## src/rtl/mul_sequencer_pkg.sv

```systemverilog
// Shared definitions for the multi-cycle shift-add multiplier sequencer:
// FSM state encoding and the ALU control codes seen by the ALU control decoder.
package mul_sequencer_pkg;

    typedef enum logic [1:0] {
        StIdle = 2'd0,
        StRun  = 2'd1,
        StDone = 2'd2
    } state_e;

    localparam logic [2:0] AluAnd = 3'b000;
    localparam logic [2:0] AluOr  = 3'b001;
    localparam logic [2:0] AluAdd = 3'b010;
    localparam logic [2:0] AluSub = 3'b110;
    localparam logic [2:0] AluMul = 3'b111;

endpackage

```

## src/rtl/mul_sequencer.sv

```systemverilog
// Sequential shift-add multiplier: one partial product per cycle for WIDTH cycles,
// holding the CPU pipeline via stall_o until the low half of the product is ready.
module mul_sequencer
    import mul_sequencer_pkg::*;
#(
    parameter int unsigned WIDTH    = 32,
    parameter logic [2:0]  MUL_CTRL = AluMul
) (
    input  logic             clk_i,
    input  logic             rst_i,
    input  logic             start_i,
    input  logic [2:0]       ALUCtrl_i,
    input  logic [WIDTH-1:0] data1_i,
    input  logic [WIDTH-1:0] data2_i,
    input  logic             flush_i,
    output logic             busy_o,
    output logic             stall_o,
    output logic             done_o,
    output logic [WIDTH-1:0] data_o
);

    localparam int unsigned     CntW      = $clog2(WIDTH) + 1;
    localparam logic [CntW-1:0] LastCount = CntW'(WIDTH - 1);

    state_e           state;
    logic [WIDTH-1:0] mcand;
    logic [WIDTH-1:0] mplier;
    logic [WIDTH-1:0] acc;
    logic [WIDTH-1:0] acc_next;
    logic [CntW-1:0]  count;
    logic             mul_req;

    assign mul_req  = start_i && (ALUCtrl_i == MUL_CTRL);
    assign acc_next = mplier[0] ? (acc + mcand) : acc;

    // Low in DONE so the stalled instruction retires together with data_o.
    assign stall_o = rst_i && (((state == StIdle) && mul_req) || (state == StRun));

    always_ff @(posedge clk_i) begin
        if (!rst_i) begin
            state  <= StIdle;
            mcand  <= '0;
            mplier <= '0;
            acc    <= '0;
            count  <= '0;
            data_o <= '0;
            done_o <= 1'b0;
            busy_o <= 1'b0;
        end else begin
            unique case (state)
                StIdle: begin
                    done_o <= 1'b0;
                    if (mul_req && !flush_i) begin
                        mcand  <= data1_i;
                        mplier <= data2_i;
                        acc    <= '0;
                        count  <= '0;
                        busy_o <= 1'b1;
                        state  <= StRun;
                    end
                end
                StRun: begin
                    if (flush_i) begin
                        busy_o <= 1'b0;
                        state  <= StIdle;
                    end else begin
                        acc    <= acc_next;
                        mcand  <= mcand << 1;
                        mplier <= mplier >> 1;
                        count  <= count + CntW'(1);
                        // Result is published on the same edge as the final step.
                        if (count == LastCount) begin
                            data_o <= acc_next;
                            done_o <= 1'b1;
                            busy_o <= 1'b0;
                            state  <= StDone;
                        end
                    end
                end
                StDone: begin
                    done_o <= 1'b0;
                    state  <= StIdle;
                end
                default: begin
                    busy_o <= 1'b0;
                    done_o <= 1'b0;
                    state  <= StIdle;
                end
            endcase
        end
    end

endmodule

```

## config.mk

```make
export PLATFORM = sky130hd
export DESIGN_NAME = mul_sequencer
export DESIGN_NICKNAME = d
export VERILOG_FILES = /design/src/rtl/mul_sequencer_pkg.sv /design/src/rtl/mul_sequencer.sv
export SDC_FILE = /design/constraint.sdc
export NUM_CORES = 1
export LEC_CHECK = 0
export CORE_AREA = 5 5 138 140
export DETAILED_ROUTE_END_ITERATION = 16
export DIE_AREA = 0 0 143 145
export HOLD_SLACK_MARGIN = 0.05
export PLACE_DENSITY = 0.62
export SLEW_MARGIN = 20
export SYNTH_ARGS = -nofsm -noshare
export SYNTH_HDL_FRONTEND = slang
export SYNTH_SLANG_ARGS = --single-unit
export TNS_END_PERCENT = 1
```

## constraint.sdc

```tcl
create_clock -name clk_i -period 2.9 [get_ports clk_i]
set_clock_uncertainty 0.2 [all_clocks]
set_input_delay 0.58 -clock clk_i [delete_from_list [all_inputs] [get_ports clk_i]]
set_output_delay 0.58 -clock clk_i [all_outputs]
set_load 0.02 [all_outputs]
```

## After elaboration in Yosys (flattened, before gate mapping)

Cells that the tools add are included.

| word-level totals | value |
|---|---|
| flip-flop bits (word level) | 138 |

| operators by class | value |
|---|---|
| $add $sub $neg | 2 |
| equality and inequality tests | 7 |
| muxes and demuxes | 21 |
| bitwise gates (word level) | 2 |
| reductions and logical operators | 14 |

Operators with widths:

| kind | number |
|---|---|
| 32-bit two-way mux | 7 |
| 32-bit case mux with 2 select lines | 3 |
| 32-bit adder | 1 |
| 6-bit two-way mux | 2 |
| 6-bit case mux with 2 select lines | 1 |
| 3-bit AND reduction | 3 |
| 6-bit by 1-bit adder with 6-bit output, second input constant | 1 |
| 6-bit by 5-bit == test with 1-bit output, second input constant | 1 |
| 2-bit two-way mux | 3 |
| 2-bit AND reduction | 3 |
| 1-bit logical AND | 4 |
| 2-bit case mux with 2 select lines | 1 |
| 3-bit == test, second input constant | 1 |
| 1-bit two-way mux | 3 |
| 3-bit by 2-bit inequality test with 1-bit output, second input constant | 1 |
| 1-bit case mux with 3 select lines | 1 |
| 2-bit by 1-bit == test with 1-bit output, second input constant | 1 |
| 2-bit == test, second input constant | 1 |
| 2-bit zero test | 1 |
| 2-bit by 1-bit inequality test with 1-bit output, second input constant | 1 |
| 2-bit inequality test, second input constant | 1 |
| 1-bit NOT | 2 |
| 2-bit nonzero test | 1 |
| 1-bit zero test | 1 |
| 1-bit logical OR | 1 |

## Longest topological paths before layout

| logic depth | value |
|---|---|
| depth in word-level cells | 5 |
| mapped depth | 10 |
| gate-level depth less buffers | 10 |

## Worst setup path after synthesis

No wires, ideal clock.

| timing path | value |
|---|---|
| path type | register to register |
| start point | reg mcand[0] |
| end point | reg data_o[28] |
| setup time | 0.091 ns |
| arrival | 2.332 ns |
| setup slack | 0.277 ns |
| cell stages (with the launch flop) | 11 |
| path through | dfxtp_1 > ha_1 > fa_1 > a21o_1 > a31oi_1 > nand3b_1 > a21o_1 > a21oi_2 > a221oi_2 > xor2_1 > a311oi_1 |

| between the ends | value |
|---|---|
| word-level cells in the longest chain between the ends | 2 |

Ends and longest elaborated chain:

| what | line | source |
|---|---|---|
| from (decl) | mul_sequencer.sv:26 | `logic [WIDTH-1:0] mcand;` |
| from (signal assigned) | mul_sequencer.sv:54 | `mcand <= data1_i;` |
| from (signal assigned) | mul_sequencer.sv:68 | `mcand <= mcand << 1;` |
| 32-bit adder | mul_sequencer.sv:34 | `assign acc_next = mplier[0] ? (acc + mcand) : acc;` |
| 32-bit two-way mux | mul_sequencer.sv:34 |  |
| to (signal assigned) | mul_sequencer.sv:73 | `data_o <= acc_next;` |
| to (decl) | mul_sequencer.sv:19 | `output logic [WIDTH-1:0] data_o` |

No other way between the ends.
A chain may end at the register's enable or synchronous reset.

## Worst setup path in the final report

| timing path | value |
|---|---|
| start point | in ALUCtrl_i[2] |
| end point | out stall_o |

| between the ends | value |
|---|---|
| word-level cells in the longest chain between the ends | 5 |

Ends and longest elaborated chain:

| what | line | source |
|---|---|---|
| from (decl) | mul_sequencer.sv:12 | `input logic [2:0] ALUCtrl_i,` |
| 3-bit == test | mul_sequencer.sv:33 | `assign mul_req = start_i && (ALUCtrl_i == MUL_CTRL);` |
| 1-bit logical AND | mul_sequencer.sv:33 |  |
| 1-bit logical AND | mul_sequencer.sv:37 | `assign stall_o = rst_i && (((state == StIdle) && mul_req) \|\| (state == StRun));` |
| 1-bit logical OR | mul_sequencer.sv:37 |  |
| 1-bit logical AND | mul_sequencer.sv:37 |  |
| to (decl) | mul_sequencer.sv:17 | `output logic stall_o,` |

No other way between the ends.

==> results.sh <==
export IMPL_die_y_um=145
export IMPL_tightest_slew_ps=1020
export IMPL_yosys_area_top_type="dfxtp_1"
export IMPL_cp_buffers_inverters=2
export IMPL_power_switching_uw=990
export IMPL_ff2ff_setup_slack_ps=150
export IMPL_syn_area_um2=6910
export IMPL_numCtsBuffers=17
export IMPL_synth_top_family_by_area="compound AO/OA/AOI/OAI gates"
export IMPL_setup_viol=0
export IMPL_synth_top_area_share=0.400
export IMPL_critPathCaptureType="output pin"
export IMPL_synth_edf_count=0
export IMPL_whs_ps=254
export IMPL_rsz0062_at_grt="true"
export IMPL_ir_drop_mv=0.424
export IMPL_leakage_uw=0.00355
export IMPL_die_x_um=143
export IMPL_path_cells="clkdlybuf4s50_1 -> nand4_1 -> nor2b_1 -> nor3_1 -> clkdlybuf4s50_1"
export IMPL_cts_tree="yes"
export IMPL_fmaxAchievable_mhz=347
export IMPL_die_area_um2=20700
export IMPL_globalRouteOverflowTotal=0
export IMPL_core_um2=17700
export IMPL_grtUsageTotal=0.194
export IMPL_cp_startpoint="ALUCtrl_i[2]"
export IMPL_cp_endpoint="stall_o"
export IMPL_clock_latency_ps=420
export IMPL_synthMuxAreaShare=0.0253
export IMPL_max_stage_delay_ps=630
export IMPL_io_buffers=105
export IMPL_grt_max_degree=79
export IMPL_synthCells=804
export IMPL_fin_nets=1026
export IMPL_ff2ff_path_depth=11
export IMPL_worstPathMaxFanout=3
export IMPL_drc=0
export IMPL_ys_top_cells_by_area="dfxtp_1 (40%), a222oi_1 (6.4%), ha_1 (5.8%), nor2_1 (5.4%), nand2_1 (5.0%)"
export IMPL_status="completed"
export IMPL_ios=106
export IMPL_ys_warn_count=0
export IMPL_crit_slowest_cell="clkdlybuf4s50_1"
export IMPL_synth_xor_xnor_area_share=0.0418
export IMPL_syn_to_final_growth_pct=31.6
export IMPL_p_seq_frac=0.457
export IMPL_cp_start_kind="primary input"
export IMPL_drv_cap=0
export IMPL_antenna_found_initial=1
export IMPL_drv_slew=0
export IMPL_synth_nets=908
export IMPL_drtPass1Iterations=6
export IMPL_combPwrFrac=0.059
export IMPL_ant_nets=0
export IMPL_hold_viol=0
export IMPL_cts_clk_slew_worst_paths_ps=60
export IMPL_cpLargestDelayFamily="buffers and inverters"
export IMPL_cp_num_cells=5
export IMPL_layout_drive_gt1_share=0.130
export IMPL_first_iter_violations=595
export IMPL_clock_sinks=138
export IMPL_gp_congestion=0.864
export IMPL_synth_compound_area_share=0.274
export IMPL_viasPerCell=5.61
export IMPL_initial_utilization=0.390
export IMPL_hpwl_um=14400
export IMPL_crit_type="primary input to output pin"
export IMPL_cp_required_ps=2120
export IMPL_grt_pass1_vias=6296
export IMPL_min_period_ps=2880
export IMPL_power_density_nw_per_um2=464
export IMPL_wl_um=20000
export IMPL_fin_setup_tns_ps=0
export IMPL_ys_ff_latch=138
export IMPL_r2r_start="mcand[0]$_SDFFE_PN0P_"
export IMPL_yosysUniqueCellTypes=61
export IMPL_clockBufferDepth=2
export IMPL_synth_most_common_cell="dfxtp_1"
export IMPL_cts_root_buffer="clkbuf_16"
export IMPL_vias=6535
export IMPL_fin_crit_sh=0.992
export IMPL_hold_depth=2
export IMPL_max_slew_margin=0.318
export IMPL_synth_common_cells="dfxtp_1 (138), nor2_1 (100), nand2_1 (92)"
export IMPL_std_cell_rows=49
export IMPL_async_flop_share=0
export IMPL_min_from="data_o[8]$_SDFFE_PN0P_"
export IMPL_avgSynthCellArea_um2=8.59
export IMPL_swShare=0.235
export IMPL_grt_pass1_wl_um=32700
export IMPL_cts_max_level=4
export IMPL_cpMostUsedCell="clkdlybuf4s50_1"
export IMPL_holdBufCountCts=0
export IMPL_synth_seq_area_share=0.400
export IMPL_wire_per_inst_um=17.2
export IMPL_r2r_end="data_o[26]$_SDFFE_PN0P_"
export IMPL_p_int_uw=3230
export IMPL_synthSimpleGateAreaFrac=0.160
export IMPL_synth_flop_cell="dfxtp_1"
export IMPL_pwr_share_clk=0.484
export IMPL_min_path_type="flop to flop"
export IMPL_cp_data_arrival_time_ps=2100
export IMPL_synth_adder_area_share=0.0608
final cells by class:
cell class                      instances  area, um2
Timing Repair Buffer                  160       1490
Clock inverter                         13        119
Multi-Input combinational cell        599       3980
Clock buffer                           19        433
Antenna cell                            1       2.50
Inverter                                6       22.5
Tap cell                              229        287
Fill cell                            1715       8620
Sequential cell                       138       2760
metal layers:
metal / global-route usage / wire length [um] / vias up
met5: 0 / 0 / -
met4: 0.0494 / 286 / 0
met3: 0.0461 / 1100 / 22
met2: 0.310 / 9510 / 160
met1: 0.263 / 9150 / 3103
li1: - / - / 3250
logic make-up after synthesis:
| logic type | Yosys count |
|---|---|
| adder cells (fa/ha/maj) | 33 |
| multiplexers | 17 |
| AND/OR/NAND/NOR | 253 |
| buffers and inverters | 67 |
| AO/OA/AOI/OAI | 263 |
| XOR/XNOR | 33 |
| flip-flops | 138 |
placed cells by master, fill, tap and decap left out, types with 4 or more instances in the layout:
| master | instances |
|---|---|
| o21bai_1 | 4 |
| nor2_1 | 99 |
| a31oi_1 | 6 |
| mux2i_1 | 16 |
| o211ai_1 | 4 |
| clkinvlp_4 | 4 |
| o21ai_1 | 8 |
| nand2_1 | 92 |
| a222oi_1 | 44 |
| dfxtp_1 | 137 |
| a211oi_1 | 8 |
| clkbuf_16 | 17 |
| inv_1 | 4 |
| a311oi_1 | 19 |
| and3_1 | 4 |
| a21oi_1 | 44 |
| clkdlybuf4s50_1 | 105 |
| a22o_1 | 13 |
| nand4_1 | 9 |
| a22oi_1 | 5 |
| buf_4 | 53 |
| or3_1 | 7 |
| ha_2 | 4 |
| inv_6 | 4 |
| ha_1 | 28 |
| nor3_1 | 5 |
| xnor2_1 | 16 |
| a21o_1 | 21 |
| a21oi_2 | 8 |
| nor2b_1 | 4 |
| nand2b_1 | 6 |
| o21ai_0 | 54 |
| nand3_1 | 11 |
| xor2_1 | 17 |
power groups by stage:
stage	Combinational [uW]	Clock, uW	Sequential (uW)
after floorplan	104	0	1960
after global placement	248	0	1970
after detailed placement	248	0	1970
after CTS	250	2090	1930
after global routing	270	2180	1930
final	249	2040	1930
what timing repair did:
item | 4_1_cts | 5_1_grt
setup endpoints to repair | 3 | 19
endpoints found under the hold margin | 0 | 0
resized for setup | 2 | 21
buffers inserted | 0 | 1
pin swaps | 1 | 10
metrics by stage:
step           worst slack (ps)  area, um2  instances  utilization  total power, uW
2_1_floorplan               277       6910        804            -             2070
3_3_place_gp              -38.0       8460       1131        0.478             2220
3_5_place_dp              -93.0       8460       1131        0.478             2220
4_1_cts                    1.08       9020       1163        0.509             4270
5_1_grt                   -18.0       9100       1165        0.513             4380
6_report                   21.9       9100       1165        0.513             4220
how the worst min path moves through the flow:
stage,to
finish,data_o[8]$_SDFFE_PN0P_
global route,data_o[8]$_SDFFE_PN0P_
CTS,data_o[24]$_SDFFE_PN0P_
detailed placement,mplier[19]$_SDFFE_PN0P_
global placement,data_o[8]$_SDFFE_PN0P_
floorplan,mplier[0]$_SDFFE_PN0P_
state kept, by name, summed over array words and instances, names as in the netlist:
register  count
acc          32
busy_o        1
count         6
data_o       32
done_o        1
mcand        32
mplier       32
state         2
worst min-delay path, stage by stage, from the launching register on:
cell and delay [ps]:
dfxtp_1 330, nand2_1 40, o21ai_0 50
Power figures use the tool's default switching activity.
